File: src/rtl/ahb_master_arbiter.sv
// ahb_master_arbiter: shares one AHB master port among NUM_M requesters,
// one single NONSEQ transfer per grant (address phase then data phase).
// Build option ARB_FIXED_PRIO_EN: fixed priority, lowest index wins.
// Without it (default) arbitration is round robin from rr_ptr.
module ahb_master_arbiter #(
    parameter int NUM_M  = 2,
    parameter int ADDR_W = 32,
    parameter int DATA_W = 32
) (
    input  logic                      Hclk,
    input  logic                      Hreset,
    input  logic [NUM_M-1:0]          req,
    input  logic [NUM_M-1:0]          req_write,
    input  logic [NUM_M*ADDR_W-1:0]   req_addr,
    input  logic [NUM_M*DATA_W-1:0]   req_wdata,
    output logic [NUM_M-1:0]          gnt,
    output logic [NUM_M-1:0]          done,
    output logic [NUM_M-1:0]          err,
    output logic [DATA_W-1:0]         rdata,
    input  logic                      Hreadyout,
    input  logic [1:0]                Hresp,
    input  logic [DATA_W-1:0]         Hrdata,
    output logic                      Hwrite,
    output logic                      Hreadyin,
    output logic [1:0]                Htrans,
    output logic [ADDR_W-1:0]         Haddr,
    output logic [DATA_W-1:0]         Hwdata
);

    localparam int IDX_W = (NUM_M > 1) ? $clog2(NUM_M) : 1;

    typedef enum logic [1:0] {
        S_IDLE = 2'd0,
        S_ADDR = 2'd1,
        S_DATA = 2'd2
    } state_t;

    state_t            state;
    state_t            state_d;
    logic [ADDR_W-1:0] addr_a  [NUM_M];
    logic [DATA_W-1:0] wdata_a [NUM_M];
    logic              found;
    logic [IDX_W-1:0]  win;
    logic              grant;
    logic [NUM_M-1:0]  gnt_d;
    logic [NUM_M-1:0]  done_d;
    logic [NUM_M-1:0]  err_d;
    logic [DATA_W-1:0] rdata_d;
    logic [DATA_W-1:0] hwdata_d;
    logic [DATA_W-1:0] wbuf;
    logic [DATA_W-1:0] wbuf_d;
    logic              hwrite_d;
    logic [1:0]        htrans_d;
    logic [ADDR_W-1:0] haddr_d;

    for (genvar g = 0; g < NUM_M; g++) begin : g_unpack
        assign addr_a[g]  = req_addr[g*ADDR_W +: ADDR_W];
        assign wdata_a[g] = req_wdata[g*DATA_W +: DATA_W];
    end

`ifdef ARB_FIXED_PRIO_EN
    // Fixed priority: the lowest requesting index wins.
    always_comb begin
        found = 1'b0;
        win   = '0;
        for (int i = NUM_M - 1; i >= 0; i--) begin
            if (req[i]) begin
                found = 1'b1;
                win   = IDX_W'(i);
            end
        end
    end
`else
    logic [IDX_W-1:0] rr_ptr;
    logic [IDX_W:0]   rr_sum;

    // Round robin: first requester at or after rr_ptr, wrapping to 0.
    always_comb begin
        found  = 1'b0;
        win    = '0;
        rr_sum = '0;
        for (int k = NUM_M - 1; k >= 0; k--) begin
            rr_sum = {1'b0, rr_ptr} + (IDX_W+1)'(k);
            if (rr_sum >= (IDX_W+1)'(NUM_M)) begin
                rr_sum = rr_sum - (IDX_W+1)'(NUM_M);
            end
            if (req[rr_sum[IDX_W-1:0]]) begin
                found = 1'b1;
                win   = rr_sum[IDX_W-1:0];
            end
        end
    end

    // Pointer moves just past each new winner.
    always_ff @(posedge Hclk) begin
        if (Hreset) begin
            rr_ptr <= '0;
        end else if (grant) begin
            rr_ptr <= (win == IDX_W'(NUM_M - 1)) ? '0 : win + 1'b1;
        end
    end
`endif

    // Next state and next registered outputs; completion may chain into a new grant.
    always_comb begin
        state_d  = state;
        gnt_d    = gnt;
        done_d   = '0;
        err_d    = '0;
        rdata_d  = rdata;
        hwdata_d = Hwdata;
        wbuf_d   = wbuf;
        hwrite_d = Hwrite;
        htrans_d = Htrans;
        haddr_d  = Haddr;
        grant    = 1'b0;
        unique case (state)
            S_IDLE: begin
                grant = found;
            end
            S_ADDR: begin
                if (Hreadyout) begin
                    state_d  = S_DATA;
                    htrans_d = 2'b00;
                    hwdata_d = wbuf;
                end
            end
            S_DATA: begin
                if (Hreadyout) begin
                    done_d   = gnt;
                    if (Hresp == 2'b01) begin
                        err_d = gnt;
                    end
                    if (!Hwrite) begin
                        rdata_d = Hrdata;
                    end
                    state_d  = S_IDLE;
                    gnt_d    = '0;
                    htrans_d = 2'b00;
                    grant    = found;
                end
            end
            default: begin
                state_d = S_IDLE;
            end
        endcase
        if (grant) begin
            state_d  = S_ADDR;
            gnt_d    = NUM_M'(1) << win;
            htrans_d = 2'b10;
            haddr_d  = addr_a[win];
            hwrite_d = req_write[win];
            wbuf_d   = wdata_a[win];
        end
    end

    // State and output registers; reset aborts any transfer silently.
    always_ff @(posedge Hclk) begin
        if (Hreset) begin
            state    <= S_IDLE;
            gnt      <= '0;
            done     <= '0;
            err      <= '0;
            rdata    <= '0;
            Hwdata   <= '0;
            wbuf     <= '0;
            Hwrite   <= 1'b0;
            Htrans   <= 2'b00;
            Haddr    <= '0;
            Hreadyin <= 1'b0;
        end else begin
            state    <= state_d;
            gnt      <= gnt_d;
            done     <= done_d;
            err      <= err_d;
            rdata    <= rdata_d;
            Hwdata   <= hwdata_d;
            wbuf     <= wbuf_d;
            Hwrite   <= hwrite_d;
            Htrans   <= htrans_d;
            Haddr    <= haddr_d;
            Hreadyin <= 1'b1;
        end
    end

endmodule
File: config.mk
export PLATFORM = sky130hd
export DESIGN_NAME = ahb_master_arbiter
export DESIGN_NICKNAME = d
export VERILOG_FILES = /design/src/rtl/ahb_master_arbiter.sv
export SDC_FILE = /design/constraint.sdc
export NUM_CORES = 1
export LEC_CHECK = 0
export CAP_MARGIN = 30
export CORE_UTILIZATION = 43
export DETAILED_ROUTE_END_ITERATION = 7
export PLACE_DENSITY = 0.95
export SKIP_CTS_REPAIR_TIMING = 1
export SYNTH_ARGS = -nofsm -noshare
export SYNTH_HDL_FRONTEND = slang
export SYNTH_SLANG_ARGS = --single-unit
File: constraint.sdc
create_clock -name Hclk -period 2.9 [get_ports Hclk]
set_input_delay 0.58 -clock Hclk [delete_from_list [all_inputs] [get_ports Hclk]]
set_output_delay 0.58 -clock Hclk [all_outputs]
set_load 0.02 [all_outputs]
[Word level (Yosys, flattened, before mapping)]
Index checks and enable logic that the tools add are counted.
Word-level totals
  register bits: 140
  bits in latches: 0
  memory bits (writable): 0
  memory bits (read-only): 0
  output and inout port bits: 106
  word-level logic and storage cells: 83
  memories: 0
Operators by class
  add/sub/neg operators: 4
  multipliers: 0
  divide/modulo/power cells: 0
  magnitude comparators: 6
  equal/unequal tests: 8
  shift-type cells: 1
  multiplexer cells: 31
  bitwise logic cells: 6
  reduce and logical (&&, ||, !) cells: 14
Operators by type and width (number)
  two-way mux 32 bit: 6
  two-way mux 1 bit: 16
  two-way mux 2 bit: 7
  AND reduction 3 bit: 3
  < comparator 1 x 2 -> 1 bit (second input constant): 3
  inequality test 2 bit (second input constant): 3
  inequality test 3 bit (second input constant): 2
  case mux 2 bit (3 select lines): 1
  AND reduction 2 bit: 3
  nonzero test 2 bit: 3
  NOT 1 bit: 5
  equality test 2 x 1 -> 1 bit (second input constant): 2
  >= comparator 2 bit (second input constant): 2
  OR reduction 2 bit: 2
  OR reduction 4 bit: 1
  OR reduction 3 bit: 1
  adder 1 x 1 -> 2 bit (second input constant): 1
  equality test 2 bit (second input constant): 1
  >= comparator 1 x 2 -> 1 bit (second input constant): 1
  logical NOT 2 bit: 1
  NOT 1 -> 2 bit: 1
  case mux 1 bit (2 select lines): 1
  << shifter 1 x 1 -> 2 bit (first input constant): 1
  subtractor 1 bit (second input constant): 2
  adder 1 bit (second input constant): 1

[Longest topological paths before layout]
Gate-level depths: netlist (run 1).
  word-level depth: 11
  depth in mapped cells: 8
  mapped depth without buffers: 5

[Worst setup path after synthesis (run 1)]
OpenSTA, ideal clock, no wires.
  kind: in2reg
  start point: input port Hreadyout
  end point: register Haddr[27]
  arrival time: 1.762 ns
  setup slack: 1.017 ns
  cell stages on the path: 7
  path buffers: 4
  cells stage by stage: buf_6 a21o_1 and4_1 clkbuf_2 buf_6 buf_6 a221o_1
On the way
  longest elaborated chain between the ends: 2
Ends and longest elaborated chain
  start, declared: line 20  | input logic Hreadyout,
  two-way mux 1 bit: line 129  | if (Hreadyout) begin
  case mux 1 bit (2 select lines): line 117  | unique case (state)
  end signal, assigned: line 181  | Haddr <= haddr_d;
  end, declared: line 26  | output logic [ADDR_W-1:0] Haddr,
No other way between the ends.
A chain may end at the register's enable or synchronous reset.

[Worst setup path in the final report (run 1)]
  start point: register state[0]
  end point: register Haddr[2]
On the way
  longest elaborated chain between the ends: 2
  elaborated cells on any way between the ends: 3
  classes of those cells: 1 x eq/ne; 1 x mux; 1 x reduce/logical
Ends and longest elaborated chain
  start, declared: line 38  | state_t state;
  start signal, assigned: line 172  | state <= state_d;
  equality test 2 bit or logical NOT 2 bit (tied branches): line 117
  case mux 1 bit (2 select lines) (*): line 117
Mark *: on every way between the ends. The rest lies on a longest branch, timed or not.

==> results of run 1 <==
==> final cells by class <==
class                      count  area (µm²)
timing repair buffer         288        2870
fill                         899        3590
clock inverter                11         189
inverter                       4        15.0
sequential                   140        2800
multi-input combinational    423        2420
tap                          172         215
clock buffer                  21         470
==> final timing paths <==
check,endpoint,slack (ns),cells past startpoint
min reg2reg,Hwdata[15],0.45,2
min,Hreadyin,0.38,2
max reg2reg,Haddr[2],0.72,7
max,Haddr[2],0.72,7
==> through the flow <==
stage,cells,instance area (µm²),setup slack [ns]
global placement,1027,8320,0.439
CTS,1059,8980,0.736
global route,1059,8980,0.600
detailed placement,1027,8320,0.368
finish,1059,8980,0.717
floorplan,628,5510,1.02
==> power groups by stage <==
stage               Sequential (W)  Clock (W)  Combinational (W)
global route               0.00212    0.00251           0.000869
CTS                        0.00211    0.00242           0.000818
global placement           0.00215          0           0.000791
floorplan                  0.00222          0           0.000294
finish                     0.00211    0.00239           0.000816
detailed placement         0.00215          0           0.000813
==> sequential cells by signal, indices dropped and copies added (netlist names) <==
| signal | count |
|---|---|
| Htrans | 1 |
| Hreadyin | 1 |
| err | 2 |
| rdata | 32 |
| wbuf | 32 |
| state | 2 |
| Hwrite | 1 |
| rr_ptr | 1 |
| gnt | 2 |
| Hwdata | 32 |
| done | 2 |
| Haddr | 32 |
==> cell usage after synthesis <==
master,count,share of area (%)
nor2_1,4,0.27
o21ba_2,1,0.18
a221o_1,65,12
dfxtp_1,140,51
or3b_1,1,0.16
clkbuf_1,42,2.9
o21ai_0,2,0.18
inv_1,4,0.27
buf_4,1,0.14
nand2b_1,67,7.6
buf_2,8,0.73
a21oi_1,132,12
a21o_1,2,0.27
a21boi_1,1,0.14
buf_1,4,0.27
and4_1,1,0.16
and2_1,1,0.11
a31o_2,2,0.32
clkbuf_2,1,0.091
or2_2,1,0.11
conb_1,1,0.068
ha_1,3,0.68
nand3b_1,1,0.14
buf_6,5,1.0
nand2_1,136,9.3
o2111a_1,1,0.20
and3b_1,1,0.16
==> logic make-up (layout without fill, tap and decap cells) <==
family	after synthesis	in the layout	share of synthesized area, %
AO/OA/AOI/OAI	206	206	25.1
adder cells (fa/ha/maj)	3	3	0.681
buffers and inverters	65	324	5.38
flip-flops	140	140	50.8
other	1	1	0.0680
AND/OR/NAND/NOR	213	213	18.0
==> routing by layer <==
| metal | wire [µm] | up-vias | track usage [%] |
|---|---|---|---|
| met4 | 573 | 0 | 12.5 |
| met3 | 1180 | 50 | 7.43 |
| li1 | - | 2681 | - |
| met2 | 8790 | 266 | 46.0 |
| met5 | 0 | - | 0 |
| met1 | 6860 | 2624 | 28.4 |
==> worst max-delay path, stage by stage, from the launching register on <==
cell      delay (ns)
dfxtp_1         0.32
inv_1           0.08
ha_1            0.26
a21o_2          0.18
buf_4           0.36
o2111a_2        0.28
buf_4           0.38
a221o_1         0.24
==> key figures, run 1 <==
Final layout
  – Final core occ: 71.4%
  – Commonest non-fill, non-tap cell in the layout: clkdlybuf4s50_1
  – Area Growth Syn to Fin: 62.8%
  – Layout cells sized above 1: 6.09%
  – Most frequent cells in the layout: 272 x clkdlybuf4s50_1, 140 x dfxtp_1, 136 x nand2_1
  – Layout Nets: 1046
  – Antenna diodes: 0

Clock tree
  – CTS H-tree depth: 4
  – CTS tree: yes
  – Root Driver: clkbuf_16
  – Maximum root-to-sink buffer count: 2
  – Clk sink count: 140
  – TritonCTS Buffers: 17
  – Reg clk slew, reported paths: 0.06 ns
  – Worst skew pair latency: 0.41 ns

Place
  – Final HPWL DP: 12300 µm
  – Global placement routability congestion: 0.784
  – I/O Buffers: 273

Power
  – Leak: 3.21 nW
  – Sw frac: 23.1%
  – Cell-internal power: 0.00409 W
  – Sw Pwr: 0.00123 W
  – Pwr dens: 592 nW/µm²
  – Overall Power: 0.00532 W
  – Worst VDD drop: 0.319 mV
  – Register share of total power: 39.7%
  – Comb pwr share: 15.3%
  – Clock share of power: 44.9%

Synth
  – Synth warn: 0
  – #FFs+latches synth: 140
  – Netlist Area Pre-Place: 5510 µm²
  – Syn Area/Cell: 8.78 µm²
  – Unique masters post-synth: 27
  – Seq/Total Area, Yosys: 50.8%
  – Gate Count Post-Synth: 628
  – Syn Nets: 800

Detailed routing
  – Final WL: 17400 µm
  – Initial DRC Count: 419
  – Vias: 5621
  – Drt wl/cell: 16.4 µm
  – DRC viols: 0
  – Drt pass-1 iters: 5
  – Vias per cell: 5.31
  – Final antenna-violating net count: 0

Timing
  – Setup tns final: 0 ns
  – Relative slew slack: 51.1%
  – Fmax: 458 MHz
  – Final period util: 75.3%
  – Final hold viol count: 0
  – Unrepaired setup endpoints after global routing: no
  – Fin crit period: 2.18 ns
  – Worst-margin pin slew: 0.734 ns
  – Hold slack final: 0.381 ns
  – Count of pins over their slew limit: 0
  – Setup violators final: 0
  – Max Clock Skew: 0.00442 ns

Worst setup path
  – Critical path data arrival time: 2.53 ns
  – Worst-path fanout max: 39
  – Startpoint types: flop
  – Worst setup path startpoint: state[0]
  – Worst Setup End Kind: flop
  – Reg-to-Reg Start: state[0]
  – Critical path class: flop to flop
  – Req. time, crit path: 3.25 ns

Die
  – Starting Density: 43.9%
  – CORE AREA: 12600 µm²
  – Die height: 115 µm
  – Die width: 115 µm
  – Die footprint: 13300 µm²
  – IO Count: 275
  – Row count: 41

Status
  – Run status: finished, final reports clean

Global route
  – Grt total ovfl: 0
  – Initial antenna violation count: 0
  – Largest net degree at the start of global routing: 86
  – Total GRT Usage: 25.9%
  – Number of global-route vias before repair: 5479
  – First-pass GRT wire length: 26600 µm

Worst hold path
  – Hold Crit Class: input pin to flop
  – Hold Crit Start: Hreset

Job
  – Max_cap viols: 0
(Power assumes the default switching activity.)
==> inputs of run 2 (changes only) <==
- CORE_UTILIZATION: 43 -> 36
- PLACE_DENSITY: 0.95 -> 0.87
- clock period: 2.9 -> 1.9 ns (I/O delays scaled with it)
==> run 2 against run 1 <==
Compared with the run above:
- sequential cell count unchanged
- total power increased by 53%
- routed wire length increased by 2.2%
- global-route usage is 3.4 points lower
- die area rose by 19%
- design area increased by 1.6%
- highest routed layer unchanged
- utilization shrank 9.6 points
- sequential power is 53% higher
- critical endpoint is now Haddr[30]
- final cell count up 1.5%
- via count down 0.57%
- clock power rose by 50%
==> key figures, run 2 (synthesis gave the netlist of run 1 again) <==
Worst setup path
  – Critical path depth in cells: 1
  – Crit path max-delay family: buffers and inverters
  – CP bufs+invs: 1
  – Worst Setup End Kind: output port
  – CP max stage cell: clkdlybuf4s50_1
  – Crit-path max cell delay: 0.71 ns
  – Worst reg2reg path depth: 6
  – Worst-path fanout max: 2
  – Startpoint types: flop
  – Critical path data arrival time: 1.46 ns
  – Cell Chain, Critical Path: clkdlybuf4s50_1
  – Critical path class: flop to output port
  – Req. time, crit path: 1.52 ns

Detailed routing
  – DRC viols: 0
  – Initial DRC Count: 234
  – Final WL: 17800 µm
  – Drt wl/cell: 16.5 µm
  – Final antenna-violating net count: 0
  – Vias per cell: 5.20
  – Drt pass-1 iters: 5
  – Vias: 5589

Global route
  – Grt total ovfl: 0
  – Initial antenna violation count: 0
  – First-pass GRT wire length: 27900 µm
  – Total GRT Usage: 22.5%
  – Largest net degree at the start of global routing: 87
  – Number of global-route vias before repair: 5583

Timing
  – Final period util: 96.7%
  – Final hold viol count: 0
  – Setup tns final: 0 ns
  – Final setup margin: 0.0628 ns
  – Unrepaired setup endpoints after global routing: no
  – Fin crit period: 1.84 ns
  – Hold slack final: 0.208 ns
  – Fmax: 544 MHz
  – Count of pins over their slew limit: 0
  – Max Clock Skew: 0.0106 ns
  – Setup violators final: 0

Clock tree
  – CTS H-tree depth: 4
  – Reg clk slew, reported paths: 0.06 ns
  – Worst skew pair latency: 0.42 ns
  – Root Driver: clkbuf_16
  – CTS tree: yes
  – TritonCTS Buffers: 17
  – Clk sink count: 140
  – Maximum root-to-sink buffer count: 2

Power
  – Leak: 3.26 nW
  – Overall Power: 0.00811 W
  – Worst VDD drop: 0.569 mV
  – Pwr dens: 889 nW/µm²

Final layout
  – Antenna diodes: 0
  – Commonest non-fill, non-tap cell in the layout: clkdlybuf4s50_1
  – Area Growth Syn to Fin: 65.4%
  – Most frequent cells in the layout: 272 x clkdlybuf4s50_1, 138 x dfxtp_1, 136 x nand2_1
  – Layout Nets: 1050
  – Layout cells sized above 1: 6.85%

Die
  – Starting Density: 37.4%
  – Die width: 126 µm
  – Die footprint: 15800 µm²
  – IO Count: 275
  – CORE AREA: 14800 µm²
  – Row count: 44
  – Die height: 126 µm

Job
  – Max_cap viols: 0

Place
  – Global placement routability congestion: 0.745
  – I/O Buffers: 273
  – Worst slack, placed: -0.0895 ns
  – Final HPWL DP: 12200 µm

Worst hold path
  – Hold path depth: 2
  – Hold Crit Class: input pin to flop

Status
  – Run status: finished, final reports clean
[run 2: cell count changes in the layout (fill, tap and decap cells not counted), sizes merged]
cell | before | now
clkinv | 4 | 3
inv | 4 | 5
buf | 16 | 20
clkbuf | 21 | 22
bufinv | 5 | 4
[run 2: layout make-up]
type | instances | area, µm²
fill | 1251 | 5630
sequential | 140 | 2810
clock buffer | 22 | 494
tap | 184 | 230
inverter | 4 | 15.0
clock inverter | 10 | 159
multi-input combinational | 423 | 2420
timing repair buffer | 292 | 3000
[run 2: through the flow]
stage	cell area, µm²	std cells	utilization [%]
after global routing	9120	1075	61.8
after floorplan	5510	628	-
after CTS	9120	1075	61.8
final	9120	1075	61.8
after global placement	8460	1043	57.4
after detailed placement	8460	1043	57.4
[run 2: path summary, 6_finish.rpt]
path | slack (ns) | from | to
hold reg to reg | 0.45 | rdata[22] | rdata[22]
setup / recovery | 0.06 | Haddr[30] | Haddr[30]
setup reg to reg | 0.08 | state[0] | wbuf[7]
hold / removal | 0.21 | Hreset | state[0]
[run 2: per-layer routing]
layer / share of wire, % / up-vias / wire length, µm / track usage [%]
li1: - / 2687 / - / -
met1: 40 / 2588 / 7140 / 24.8
met2: 48 / 263 / 8570 / 38.8
met3: 7.7 / 51 / 1370 / 7.22
met4: 4.0 / 0 / 703 / 11.9
met5: 0 / - / 0 / 0
[run 2: power by group]
| part | internal, W | switching, W | total, W |
|---|---|---|---|
| combinational | 0.000728 | 0.000573 | 0.00130 |
| sequential | 0.00312 | 0.000104 | 0.00322 |
| clock | 0.00237 | 0.00122 | 0.00359 |
==> inputs of run 3 (changes only) <==
- CAP_MARGIN: 30 -> 20
- GPL_ROUTABILITY_DRIVEN: not set -> 0
==> results of run 3 <==
Final layout, timing and power as in run 2 (identical DEF).
==> variant 1, RTL diff (flow settings as in run 1) <==
Encoding of `state_t`: now one-hot (3 bits for 3 states).
--- a/src/rtl/ahb_master_arbiter.sv
+++ b/src/rtl/ahb_master_arbiter.sv
@@ -30,8 +30,8 @@
     localparam int IDX_W = (NUM_M > 1) ? $clog2(NUM_M) : 1;
 
-    typedef enum logic [1:0] {
-        S_IDLE = 2'd0,
-        S_ADDR = 2'd1,
-        S_DATA = 2'd2
+    typedef enum logic [2:0] {
+        S_IDLE = 3'b001,
+        S_ADDR = 3'b010,
+        S_DATA = 3'b100
     } state_t;
 
Check against the original RTL: no difference found for any inputs over 4 cycles, from zero or initial values and one cycle with Hreset high; so few cycles prove little.
==> variant 1 against run 1 <==
Design area down 3.0%. Critical path type is now in -> reg. Synthesized area is 5.1% lower. Routed wire length is 1.9% lower. Global-route usage grew 1.1 points. Final cell count down 7.8%. Worst setup slack improved by 0.082 ns. Total power is 1.2% higher. The run now ends with design-rule violations left. Sequential cell count grew 1. Clock skew grew 0.0014 ns.
==> variant 1: results (changes against run 1) <==
* Leak Pwr at 0.00325 uW (was 0.00321 uW)
* Synth top cells by count: dfxtp_1 (141), nand2_1 (132), a21oi_1 (67) (was dfxtp_1 (140), nand2_1 (136), a21oi_1 (132), nand2b_1 (67), a221o_1 (65))
* #MultiIn Comb at 369 (was 423)
* DP Area at 0.00805 mm^2 (was 0.00832 mm^2)
* Layout cells sized above 1 at 6.60% (was 6.09%)
* Detailed Routing Iterations Pass 1 at 7 (was 5)
* Number of remaining DRC errors at 12 (was 0)
* Sequential-to-total area share from yosys stat at 54.0% (was 50.8%)
* Outcome: finished with violations (was finished, final reports clean)
* DR iter-0 viols at 361 (was 419)
* Reg power frac at 40.0% (was 39.7%)
* Failing checks: design-rule violations
* Non-clock buffer share at 32.8% (was 31.9%)
* Hold Crit Class: reg -> reg (was in -> reg)
* Syn Std Cell Area at 0.00523 mm^2 (was 0.00551 mm^2)
* Nets at 989 (was 1046)
* Bufs w/o clock at 289 (was 288)
* Maximum vdd drop at 0.344 mV (was 0.319 mV)
* Skew final at 0.00586 ns (was 0.00442 ns)
* Layout clock area frac at 7.62% (was 7.34%)
* Vias in the first global route at 5465 (was 5479)
* Reg-to-reg slack, setup at 1.06 ns (was 0.72 ns)
* GPL Wtd Cong at 0.848 (was 0.784)
* Clock buffers at 19 (was 21)
* Top fanout value on the critical path at 41 (was 39)
* Non-clk invs at 2 (was 4)
* Routed WL at 17100 um (was 17400 um)
* Area contributors post-synth: dfxtp_1 (54%), nand2_1 (9.5%), a21oi_1 (6.4%) (was dfxtp_1 (51%), a21oi_1 (12%), a221o_1 (12%))
variant 1: cell count changes after synthesis, moves of 13 or more:
| cell | change |
|---|---|
| o2bb2ai_1 | +32 |
| nand2b_1 | -64 |
| and3_1 | +33 |
| a21oi_1 | -65 |
| clkbuf_1 | -13 |
| a22oi_1 | +33 |
| a221o_1 | -32 |
variant 1: through the flow:
| stage | hold slack, ns | power, uW | instances |
|---|---|---|---|
| floorplan | 0.432 | 2540 | 563 |
| global placement | 0.441 | 2970 | 944 |
| detailed placement | 0.444 | 2990 | 944 |
| CTS | 0.454 | 5400 | 976 |
| global route | 0.469 | 5550 | 976 |
| finish | 0.452 | 5380 | 976 |
variant 1: final timing paths:
| kind | startpoint | endpoint |
|---|---|---|
| worst max-delay path | req[0] | wbuf[6]$_SDFFE_PP0P_ |
| worst min-delay path | rdata[3]$_SDFFE_PP0P_ | rdata[3]$_SDFFE_PP0P_ |
| worst max register to register | state[1]$_SDFFE_PP0P_ | Hwdata[23]$_SDFFE_PP0P_ |
| worst min register to register | rdata[3]$_SDFFE_PP0P_ | rdata[3]$_SDFFE_PP0P_ |
variant 1: cells by family (layout without fill, tap and decap cells):
family / count (synthesis) / after routing / share of synthesized area, %
other cells: 1 / 1 / 0.0717
compound gates: 179 / 179 / 24.9
simple gates: 189 / 189 / 16.1
flops: 141 / 141 / 54.0
buf+inv: 53 / 323 / 4.90
variant 1: layer usage:
layer / global-route usage, % / vias up / wire length [um]
li1: - / 2537 / -
met1: 28.4 / 2515 / 6320
met2: 48.1 / 254 / 8640
met3: 7.88 / 59 / 1330
met4: 16.1 / 0 / 776
met5: 0 / - / 0
variant 1: critical path: stages:
cell             delay (ns)
clkdlybuf4s50_1        0.55
nor2_1                 0.10
nor2_1                 0.39
a21oi_4                0.11
buf_4                  0.29
a221o_1                0.35
==> variant 2, RTL diff (config.mk and constraints of run 1) <==
Made on the original files. `NUM_M`: 2 -> 1.
--- a/src/rtl/ahb_master_arbiter.sv
+++ b/src/rtl/ahb_master_arbiter.sv
@@ -4,5 +4,5 @@
 // Without it (default) arbitration is round robin from rr_ptr.
 module ahb_master_arbiter #(
-    parameter int NUM_M  = 2,
+    parameter int NUM_M  = 1,
     parameter int ADDR_W = 32,
     parameter int DATA_W = 32
Interface: changed (7 resized); port bits go from 275 to 206. The function was not compared with the original's and may differ.
==> variant 2 against run 1 <==
Worst setup slack got worse by 0.059 ns. Largest cell class is now registers. Synthesized cell count fell by 27%. Routed wire length fell by 29%. Design area fell by 21%. Sequential cell count fell by 4. Final cell count fell by 25%. Highest routed layer unchanged. Total power fell by 16%. Global-route usage fell by 3.0 points. Synthesized area fell by 18%.
==> variant 2: results (changes against run 1) <==
* Worst-Skew Late Latency at 0.50 ns (was 0.41 ns)
* GRT Total Usage at 22.9% (was 25.9%)
* Leak Pwr at 0.00261 uW (was 0.00321 uW)
* Sequential-to-total area share from yosys stat at 60.6% (was 50.8%)
* DR iter-0 viols at 256 (was 419)
* DR WL/cell at 15.6 um (was 16.4 um)
* Area contributors post-synth: dfxtp_1 (61%), a22o_1 (13%), nand2_1 (11%) (was dfxtp_1 (51%), a21oi_1 (12%), a221o_1 (12%))
* First-pass GRT wire length at 19700 um (was 26600 um)
* Worst Path Arrival at 2.68 ns (was 2.53 ns)
* Critical path endpoint: Haddr[5]$_SDFFE_PP0P_ (was Haddr[2]$_SDFFE_PP0P_)
* Switching power at 995 uW (was 1230 uW)
* Synth top cells by count: dfxtp_1 (136), nand2_1 (131), a22o_1 (65), a21oi_1 (64), clkbuf_1 (13) (was dfxtp_1 (140), nand2_1 (136), a21oi_1 (132), nand2b_1 (67), a221o_1 (65))
* Outcome: finished, final reports clean (unchanged)
* Unique cell type count in the Yosys netlist at 26 (was 27)
* Skew final at 0.00841 ns (was 0.00442 ns)
* Largest net degree at the start of global routing at 68 (was 86)
* Reg-to-reg slack, setup at 0.66 ns (was 0.72 ns)
* FF-to-FF path depth at 6 (was 7)
* Port bufs at 204 (was 273)
* GPL Wtd Cong at 0.846 (was 0.784)
* Mapped Nets at 563 (was 800)
* Hold Crit Class: reg -> reg (was in -> reg)
* Relative max-transition margin at 43.6% (was 51.1%)
* DP Wirelength at 8540 um (was 12300 um)
* Vias in the first global route at 4144 (was 5479)
* Top fanout value on the critical path at 35 (was 39)
* Vias per cell at 5.13 (was 5.31)
* Nets at 759 (was 1046)
* Maximum vdd drop at 0.373 mV (was 0.319 mV)
* R2R Path End: Haddr[5]$_SDFFE_PP0P_ (was Haddr[2]$_SDFFE_PP0P_)
* Layout cells sized above 1 at 6.18% (was 6.09%)
## variant 2: worst min-delay path by stage
stage,cells after the start,slack [ns],startpoint,endpoint
after global placement,2,0.44,wbuf[7]$_SDFFE_PP0P_,Hwdata[7]$_SDFFE_PP0P_
after global routing,2,0.47,rdata[2]$_SDFFE_PP0P_,rdata[2]$_SDFFE_PP0P_
after CTS,2,0.45,rdata[26]$_SDFFE_PP0P_,rdata[26]$_SDFFE_PP0P_
final,2,0.45,rdata[26]$_SDFFE_PP0P_,rdata[26]$_SDFFE_PP0P_
after detailed placement,2,0.45,Hwdata[30]$_SDFFE_PP0P_,Hwdata[30]$_SDFFE_PP0P_
after floorplan,2,0.43,wbuf[23]$_SDFFE_PP0P_,Hwdata[23]$_SDFFE_PP0P_
## variant 2: cell type report
class | count | area, um^2 | area share [%]
Tap cell | 133 | 166 | 2.34
Clock buffer | 26 | 498 | 7.00
Clock inverter | 3 | 40.0 | 0.563
Timing Repair Buffer | 213 | 2120 | 29.8
Multi-Input combinational cell | 281 | 1560 | 21.9
Inverter | 4 | 15.0 | 0.211
Sequential cell | 136 | 2720 | 38.3
## variant 2: metal layers
metal  vias up  track usage [%]  share of wire [%]
li1       1952                -                  -
met3        24             6.33                5.7
met5         -                0                  0
met4         0             12.1                2.4
met2       191             40.6                 52
met1      1920             24.8                 40
## variant 2: critical path, stage by stage, from the launching register on
cell and delay, ns:
dfxtp_1 0.32, inv_1 0.10, ha_1 0.30, a21oi_2 0.13, nor2_4 0.67, buf_4 0.45, a22o_1 0.21
## variant 2: through the flow
stage	std cells	area, um^2	total power, uW	worst slack [ns]	utilization (%)
after detailed placement	767	6580	2580	0.269	66.1
after CTS	796	7110	4530	0.636	71.5
after global placement	767	6580	2560	0.376	66.1
after global routing	796	7110	4650	0.500	71.5
after floorplan	457	4490	2290	1.39	-
final	796	7110	4480	0.658	71.5
## variant 2: cell families after synthesis
group                      share of synthesized area (%)
DFF                                                 60.6
adders and majority gates                          0.835
buffers and inverters                               4.96
other                                             0.0834
AOI/OAI and AO/OA                                   21.2
and+or+nand+nor                                     12.3
## variant 2: power groups by stage
stage / clock (uW) / combinational [uW] / sequential, uW
floorplan: 0 / 189 / 2110
global placement: 0 / 517 / 2050
detailed placement: 0 / 532 / 2050
CTS: 1970 / 535 / 2020
global route: 2060 / 562 / 2020
finish: 1930 / 533 / 2020
